### src/rtl/meas_fifo_reader.sv
// Drains the measurement result FIFO and serializes each word into a framed byte
// stream: sync byte, data bytes LSB first, then the XOR checksum of the data bytes.
module meas_fifo_reader #(
  parameter int unsigned WIDTH     = 32,
  parameter logic [7:0]  SYNC_BYTE = 8'hA5
) (
  input  logic             clk_i,
  input  logic             arstn_i,
  input  logic             enable_i,
  input  logic [WIDTH-1:0] fifo_data_i,
  input  logic             fifo_n_empty_i,
  output logic             fifo_re_o,
  output logic [7:0]       m_data_o,
  output logic             m_valid_o,
  input  logic             m_ready_i,
  output logic             busy_o,
  output logic [15:0]      frame_cnt_o
);

  localparam int unsigned NB    = WIDTH / 8;
  localparam int unsigned IDX_W = (NB > 1) ? $clog2(NB) : 1;
  localparam logic [IDX_W-1:0] IDX_LAST = IDX_W'(NB - 1);

  typedef enum logic [1:0] {
    IDLE,
    SYNC,
    DATA,
    CSUM
  } state_t;

  state_t           state_q, state_d;
  logic [WIDTH-1:0] word_q, word_d;
  logic [IDX_W-1:0] idx_q, idx_d;
  logic [7:0]       csum_q, csum_d;
  logic [15:0]      frame_cnt_q, frame_cnt_d;
  logic             armed_q;
  logic             accept;
  logic [7:0]       data_byte;

  // Blocks the pop strobe while reset is held, so no word is lost to a held-in-reset reader.
  always_ff @(posedge clk_i or negedge arstn_i) begin
    if (!arstn_i) begin
      armed_q <= 1'b0;
    end else begin
      armed_q <= 1'b1;
    end
  end

  assign m_valid_o   = (state_q != IDLE);
  assign busy_o      = m_valid_o;
  assign accept      = m_valid_o & m_ready_i;
  assign fifo_re_o   = armed_q & (state_q == IDLE) & enable_i & fifo_n_empty_i;
  assign frame_cnt_o = frame_cnt_q;
  assign data_byte   = 8'(word_q >> {idx_q, 3'b000});

  // Stream byte decoded from registered state only; no combinational path from m_ready_i.
  always_comb begin
    m_data_o = 8'h00;
    case (state_q)
      SYNC:    m_data_o = SYNC_BYTE;
      DATA:    m_data_o = data_byte;
      CSUM:    m_data_o = csum_q;
      default: m_data_o = 8'h00;
    endcase
  end

  // Next-state and datapath update.
  always_comb begin
    state_d     = state_q;
    word_d      = word_q;
    idx_d       = idx_q;
    csum_d      = csum_q;
    frame_cnt_d = frame_cnt_q;
    case (state_q)
      IDLE: begin
        if (fifo_re_o) begin
          word_d  = fifo_data_i;
          idx_d   = '0;
          csum_d  = 8'h00;
          state_d = SYNC;
        end
      end
      SYNC: begin
        if (accept) begin
          idx_d   = '0;
          state_d = DATA;
        end
      end
      DATA: begin
        if (accept) begin
          csum_d = csum_q ^ data_byte;
          if (idx_q == IDX_LAST) begin
            state_d = CSUM;
          end else begin
            idx_d = idx_q + IDX_W'(1);
          end
        end
      end
      CSUM: begin
        if (accept) begin
          frame_cnt_d = frame_cnt_q + 16'd1;
          state_d     = IDLE;
        end
      end
      default: state_d = IDLE;
    endcase
  end

  always_ff @(posedge clk_i or negedge arstn_i) begin
    if (!arstn_i) begin
      state_q     <= IDLE;
      word_q      <= '0;
      idx_q       <= '0;
      csum_q      <= 8'h00;
      frame_cnt_q <= 16'h0000;
    end else begin
      state_q     <= state_d;
      word_q      <= word_d;
      idx_q       <= idx_d;
      csum_q      <= csum_d;
      frame_cnt_q <= frame_cnt_d;
    end
  end

endmodule

### config.mk
export PLATFORM = sky130hd
export DESIGN_NAME = meas_fifo_reader
export DESIGN_NICKNAME = d
export VERILOG_FILES = /design/src/rtl/meas_fifo_reader.sv
export SDC_FILE = /design/constraint.sdc
export NUM_CORES = 1
export LEC_CHECK = 0
export ABC_AREA = 0
export CAP_MARGIN = 20
export CORE_MARGIN = 2
export CORE_UTILIZATION = 45
export CTS_CLUSTER_DIAMETER = 40
export DETAILED_ROUTE_END_ITERATION = 8
export GPL_ROUTABILITY_DRIVEN = 1
export PLACE_DENSITY = 0.85
export SETUP_SLACK_MARGIN = 0.2
export SLEW_MARGIN = 20
export SYNTH_ARGS = -nofsm -noshare
export SYNTH_HDL_FRONTEND = slang
export SYNTH_SLANG_ARGS = --single-unit
### constraint.sdc
create_clock -name clk_i -period 1.6 [get_ports clk_i]
set_input_delay 0.32 -clock clk_i [delete_from_list [all_inputs] [get_ports clk_i]]
set_output_delay 0.32 -clock clk_i [all_outputs]
set_load 0.01 [all_outputs]
* Word level (Yosys, flattened, before mapping) *
Cells that the tools add are included.

storage, ports and cells
  word-level logic and storage cells = 47
  bits of input ports = 37
  memories kept = 0
  memory bits (read-only) = 0
  bits in registers = 61
  latch bits = 0
  output and inout port bits = 27
  RAM bits = 0

operators by class
  bitwise gates (word level) = 5
  eq/ne operators = 10
  $lt $le $gt $ge = 0
  muxes and demuxes = 14
  shift operators = 1
  $add $sub $neg = 2
  $mul = 0
  reductions and logical operators = 9
  divide/modulo/power cells = 0

operator list
  kind                                                 number
  right shift 32 x 5 -> 8 bit                          1
  one-hot mux 8 bit (3 select lines)                   1
  adder 16 x 1 -> 16 bit, second input constant        1
  2-to-1 mux 2 bit                                     8
  2-to-1 mux 8 bit                                     2
  one-hot mux 8 bit (2 select lines)                   1
  != test 2 bit, second input constant                 6
  AND reduction 5 bit                                  2
  one-hot mux 2 bit (4 select lines)                   1
  XOR 8 bit                                            1
  equality test 2 bit, second input constant           3
  one-hot mux 2 bit (3 select lines)                   1
  AND 1 bit                                            4
  AND reduction 2 bit                                  2
  nonzero test 2 bit                                   2
  AND reduction 3 bit                                  1
  nonzero test 3 bit                                   1
  adder 2 x 1 -> 2 bit, second input constant          1
  equality test 2 x 1 -> 1 bit, second input constant  1
  zero test 2 bit                                      1

* Longest topological paths before layout *
  depth in word-level cells = 6
  gate-level depth with buffers = 7
  mapped depth without buffers = 6

* Worst setup path after synthesis *
Ideal clock, no wire load.

  path kind = register to output
  start point = reg state_q[1]
  end point = out m_data_o[0]
  cell stages (with the launch flop) = 6
  data required time = 1.280 ns
  slack = -0.137 ns
  data arrival time = 1.417 ns
  buffers on the path = 2
  path through = dfrtp_1 -> ha_1 -> clkbuf_1 -> clkbuf_1 -> nand2_1 -> a31oi_1

on the way
  word-level cells in the longest chain between the ends = 2
  elaborated cells on any way between the ends = 4
  classes of those cells = 3 x eq/ne; 1 x mux

ends and longest elaborated chain
  element                                                                     line  RTL
  start, declared                                                             31    state_t state_q, state_d;
  start signal, assigned                                                      117   state_q <= state_d;
  equality test 2 bit / equality test 2 x 1 -> 1 bit (equally long branches)  59    case (state_q)
  one-hot mux 8 bit (3 select lines) *                                        59
  end, declared                                                               13    output logic [7:0] m_data_o,

Every way passes the cells marked *; elsewhere a longest branch is shown, timed or not.

* Final worst setup path *
  start point = reg idx_q[0]
  end point = out m_data_o[6]

on the way
  word-level cells in the longest chain between the ends = 2

ends and longest elaborated chain
  element                             line  RTL
  start, declared                     33    logic [IDX_W-1:0] idx_q, idx_d;
  start signal, assigned              119   idx_q <= idx_d;
  right shift 32 x 5 -> 8 bit         54    assign data_byte = 8'(word_q >> {idx_q, 3'b000});
  one-hot mux 8 bit (3 select lines)  59

No other way between the ends.

==> summary.md <==
| Metric | Value |
|---|---|
| MaxCap Viol Count | 0 |
| Worst setup margin | -0.531 ns |
| Rows | 29 |
| Setup CP Type | flip-flop to output port |
| Violated checks | setup timing |
| Layout fillers | 303 |
| Synth Warn # | 0 |
| Cell with the most instances after synthesis | dfrtp_1 |
| Via density | 5.84 |
| Compound-gate portion of the synthesized area | 0.0577 |
| Post-Synthesis Cell Area | 0.00293 sq mm |
| Largest net degree at the start of global routing | 45 |
| Antenna violation net count after detailed routing | 0 |
| Largest buffer count on any clock path | 2 |
| Comb power frac | 0.541 |
| P&R area growth vs syn | 72.6% |
| Synth unique cells | 38 |
| Initial antenna violation count | 0 |
| Final Hold Viols | 0 |
| Worst hold path class | input pin to asynchronous set/reset pin |
| Worst setup EP type | output port |
| Routability Congestion | 0.824 |
| Synth async-reset ratio | 1.00 |
| Peak supply drop | 1.38 mV |
| Ys flop type | dfrtp_1 |
| Wire length per cell | 23.9 um |
| Seq pwr share | 0.291 |
| Worst slew margin | 0.666 |
| Synthesis-stage register bit count | 61 |
| Final Cycle Share | 1.33 |
| Hold WS | 0.480 ns |
| Clk_lat worst skew | 0.36 ns |
| Die H | 84.7 um |
| Int Pwr | 5.63 mW |
| GRT Util Overall | 0.271 |
| Ports | 64 |
| Nets | 422 |
| Worst flop-to-flop path startpoint | state_q[1]$_DFFE_PN0P_ |
| First-pass GRT wire length | 14.6 mm |
| End point of the critical path | m_data_o[6] |
| Yosys top cell area share | 0.521 |
| RSZ-0062 raised after global routing | yes |
| Share of cells above drive strength 1 | 0.551 |
| Number of flops mapped to enable cells by yosys | 0 |
| Slowest-stage cell, CP | mux4_2 |
| N_diodes | 0 |
| Sequential cell area fraction in the yosys report | 0.521 |
| CP Launch Type | flip-flop |
| Port Buffers | 63 |
| Peak Freq | 0.469 GHz |
| Die area | 0.00717 sq mm |
| Simple-Gate Fraction of Synth Area | 0.0991 |
| Post-synthesis adder-cell area fraction | 0.0299 |
| Fin Clk Skew | 0.0184 ns |
| Congestion Overflow GR | 0 |
| Net Switching | 3.43 mW |
| Worst setup path start | idx_q[0]$_DFFE_PN0P_ |
| WP data arrival | 1.81 ns |
| Worst Reg-to-Reg Cells | 8 |
| Multiplexer share of the synthesized area | 0.192 |
| Detailed Place HPWL | 4.84 mm |
| Crit path largest cell delay | 0.54 ns |
| Residual DRC | 0 |
| Cells after DPL | 387 |
| Starting DRT DRC Count | 220 |
| Root buf cell | clkbuf_8 |
| TritonCTS clock tree | done |
| DRT Pass-1 Iters | 5 |
| Min Tclk post-route | 2.13 ns |
| Clock sink total | 61 |
| Clock power frac | 0.168 |
| Top cells by count, synth | dfrtp_1 (61), mux2_2 (34), nand2_1 (29) |
| Clock-pin slew on the worst setup and hold paths | 0.09 ns |
| Routed wire length | 11.0 mm |
| Ranking of synthesized cells by area | dfrtp_1 (52%), mux2_2 (13%), mux4_2 (6.2%), nand2_1 (3.7%), xnor2_1 (3.6%) |
| Reg2reg setup slack | -0.47 ns |
| Initial core utilization | 0.464 |
| Reg-to-reg endpoint | frame_cnt_o[13]$_DFFE_PN0P_ |
| Cells along the critical path | buf_6, mux4_2, a22oi_2, nor2_1, buf_2 |
| Critical path fanouts, max | 4 |
| Main combinational cell family by area after synthesis | multiplexers |
| Vias in the first global route | 2,675 |
| Status | finished with violations |
| Worst slew pin tran | 0.501 ns |
| Final setup vio count | 71 |
| Final Non-Filler Cells | 460 |
| Post-Synthesis Mean Instance Area | 12.3 sq um |
| Die Width | 84.7 um |
| Leakage | 2.34 nW |
| Number of H-tree levels | 3 |
| Final core occ | 0.800 |
| TritonCTS buffer count | 9 |
| Area of the core | 0.00631 sq mm |
| Synth Area in XOR/XNOR | 0.0658 |
| Largest area contributor in the netlist | dfrtp_1 |
| Via Count | 2,688 |
| Power density cells | 1790 mW/mm^2 |
| Cell count after synthesis | 238 |
| Pins over their slew limit | 0 |
| Mapped Nets | 282 |
| Required time worst endpoint | 1.28 ns |
| Switching portion of total power | 0.379 |
cells by family after synthesis:
group / Yosys count
AO/OA/AOI/OAI: 26
XOR/XNOR: 22
adder cells (fa/ha/maj): 7
buffers and inverters: 19
flip-flops: 61
multiplexers: 42
other: 1
AND/OR/NAND/NOR: 60
cell usage in the layout (no fill, tap or decap), types with 3 or more instances in the layout:
cell type        instances
dfrtp_1                 56
clkdlybuf4s50_1         35
buf_4                   35
buf_6                   33
mux2_4                  18
mux2_2                  16
nand2_1                 14
clkbuf_8                12
dlygate4sd2_1           12
nand2_2                 11
xnor2_1                 10
buf_2                    9
mux4_2                   8
xor2_1                   8
buf_12                   7
o22ai_1                  6
nor2_1                   5
nand4_1                  5
dfrtp_2                  5
a31oi_2                  4
nand3_2                  4
ha_4                     4
buf_16                   4
inv_2                    3
a21oi_2                  3
a22oi_2                  3
and3_1                   3
nand2_4                  3
ha_1                     3
clkdlybuf4s15_1          3
sequential cells by signal, summed over array words and instances, names as in the netlist:
signal       count
armed_q          1
csum_q           8
idx_q            2
frame_cnt_o     16
state_q          2
word_q          32
worst max-delay path: cells and delay by family, from the launching register on:
kind,cells,cell delay [ns]
multiplexers,1,0.54
flip-flops,1,0.41
buffers and inverters,2,0.30
AO/OA/AOI/OAI,1,0.15
AND/OR/NAND/NOR,1,0.07
stage by stage:
stage                     total power, mW  setup TNS, ns  instance area [sq um]  setup slack (ns)
final                                9.06         -17.88                   5050            -0.531
after global routing                 9.37         -20.25                   5050            -0.562
after CTS                            7.95         -11.01                   4640            -0.472
after detailed placement             5.64         -17.16                   3850            -0.452
after global placement               5.49         -15.96                   3850            -0.418
after floorplan                      4.46              0                   3070            0.0386
worst min path at each step:
stage          startpoint                         end
2_1_floorplan     arstn_i           armed_q$_DFF_PN0_
6_report          arstn_i  frame_cnt_o[0]$_DFFE_PN0P_
3_5_place_dp      arstn_i  frame_cnt_o[0]$_DFFE_PN0P_
5_1_grt           arstn_i  frame_cnt_o[6]$_DFFE_PN0P_
3_3_place_gp      arstn_i  frame_cnt_o[0]$_DFFE_PN0P_
4_1_cts           arstn_i  frame_cnt_o[3]$_DFFE_PN0P_
area by class of cell:
class | count | area, sq um | area share
clock buffer | 13 | 169 | 0.0334
timing repair buffer | 141 | 1450 | 0.286
clock inverter | 3 | 42.5 | 0.00842
inverter | 7 | 33.8 | 0.00668
tap | 77 | 96.3 | 0.0191
sequential | 61 | 1530 | 0.303
multi-input combinational | 158 | 1730 | 0.343
power by group through the flow:
stage / combinational, mW / clock, mW / sequential [mW]
2_1_floorplan: 2.00 / 0 / 2.46
6_report: 4.91 / 1.52 / 2.64
5_1_grt: 5.10 / 1.61 / 2.67
4_1_cts: 3.96 / 1.45 / 2.54
3_3_place_gp: 2.94 / 0 / 2.55
3_5_place_dp: 3.07 / 0 / 2.57
per-layer routing:
layer  part of all wire  vias to the layer above  track usage
met5                  0                        -            0
met4              0.039                        0       0.0924
met3              0.057                       43       0.0501
met2               0.51                      162        0.456
met1               0.39                     1353        0.354
li1                   -                     1130            -
repair_timing:
action	CTS	global route
hold buffers	1	0
hold endpoints to repair	17	0
pin swaps	30	31
resized for setup	139	49
endpoints found under the setup margin	87	78
setup buffers	23	28
cloned	5	0
Power figures use the tool's default switching activity.
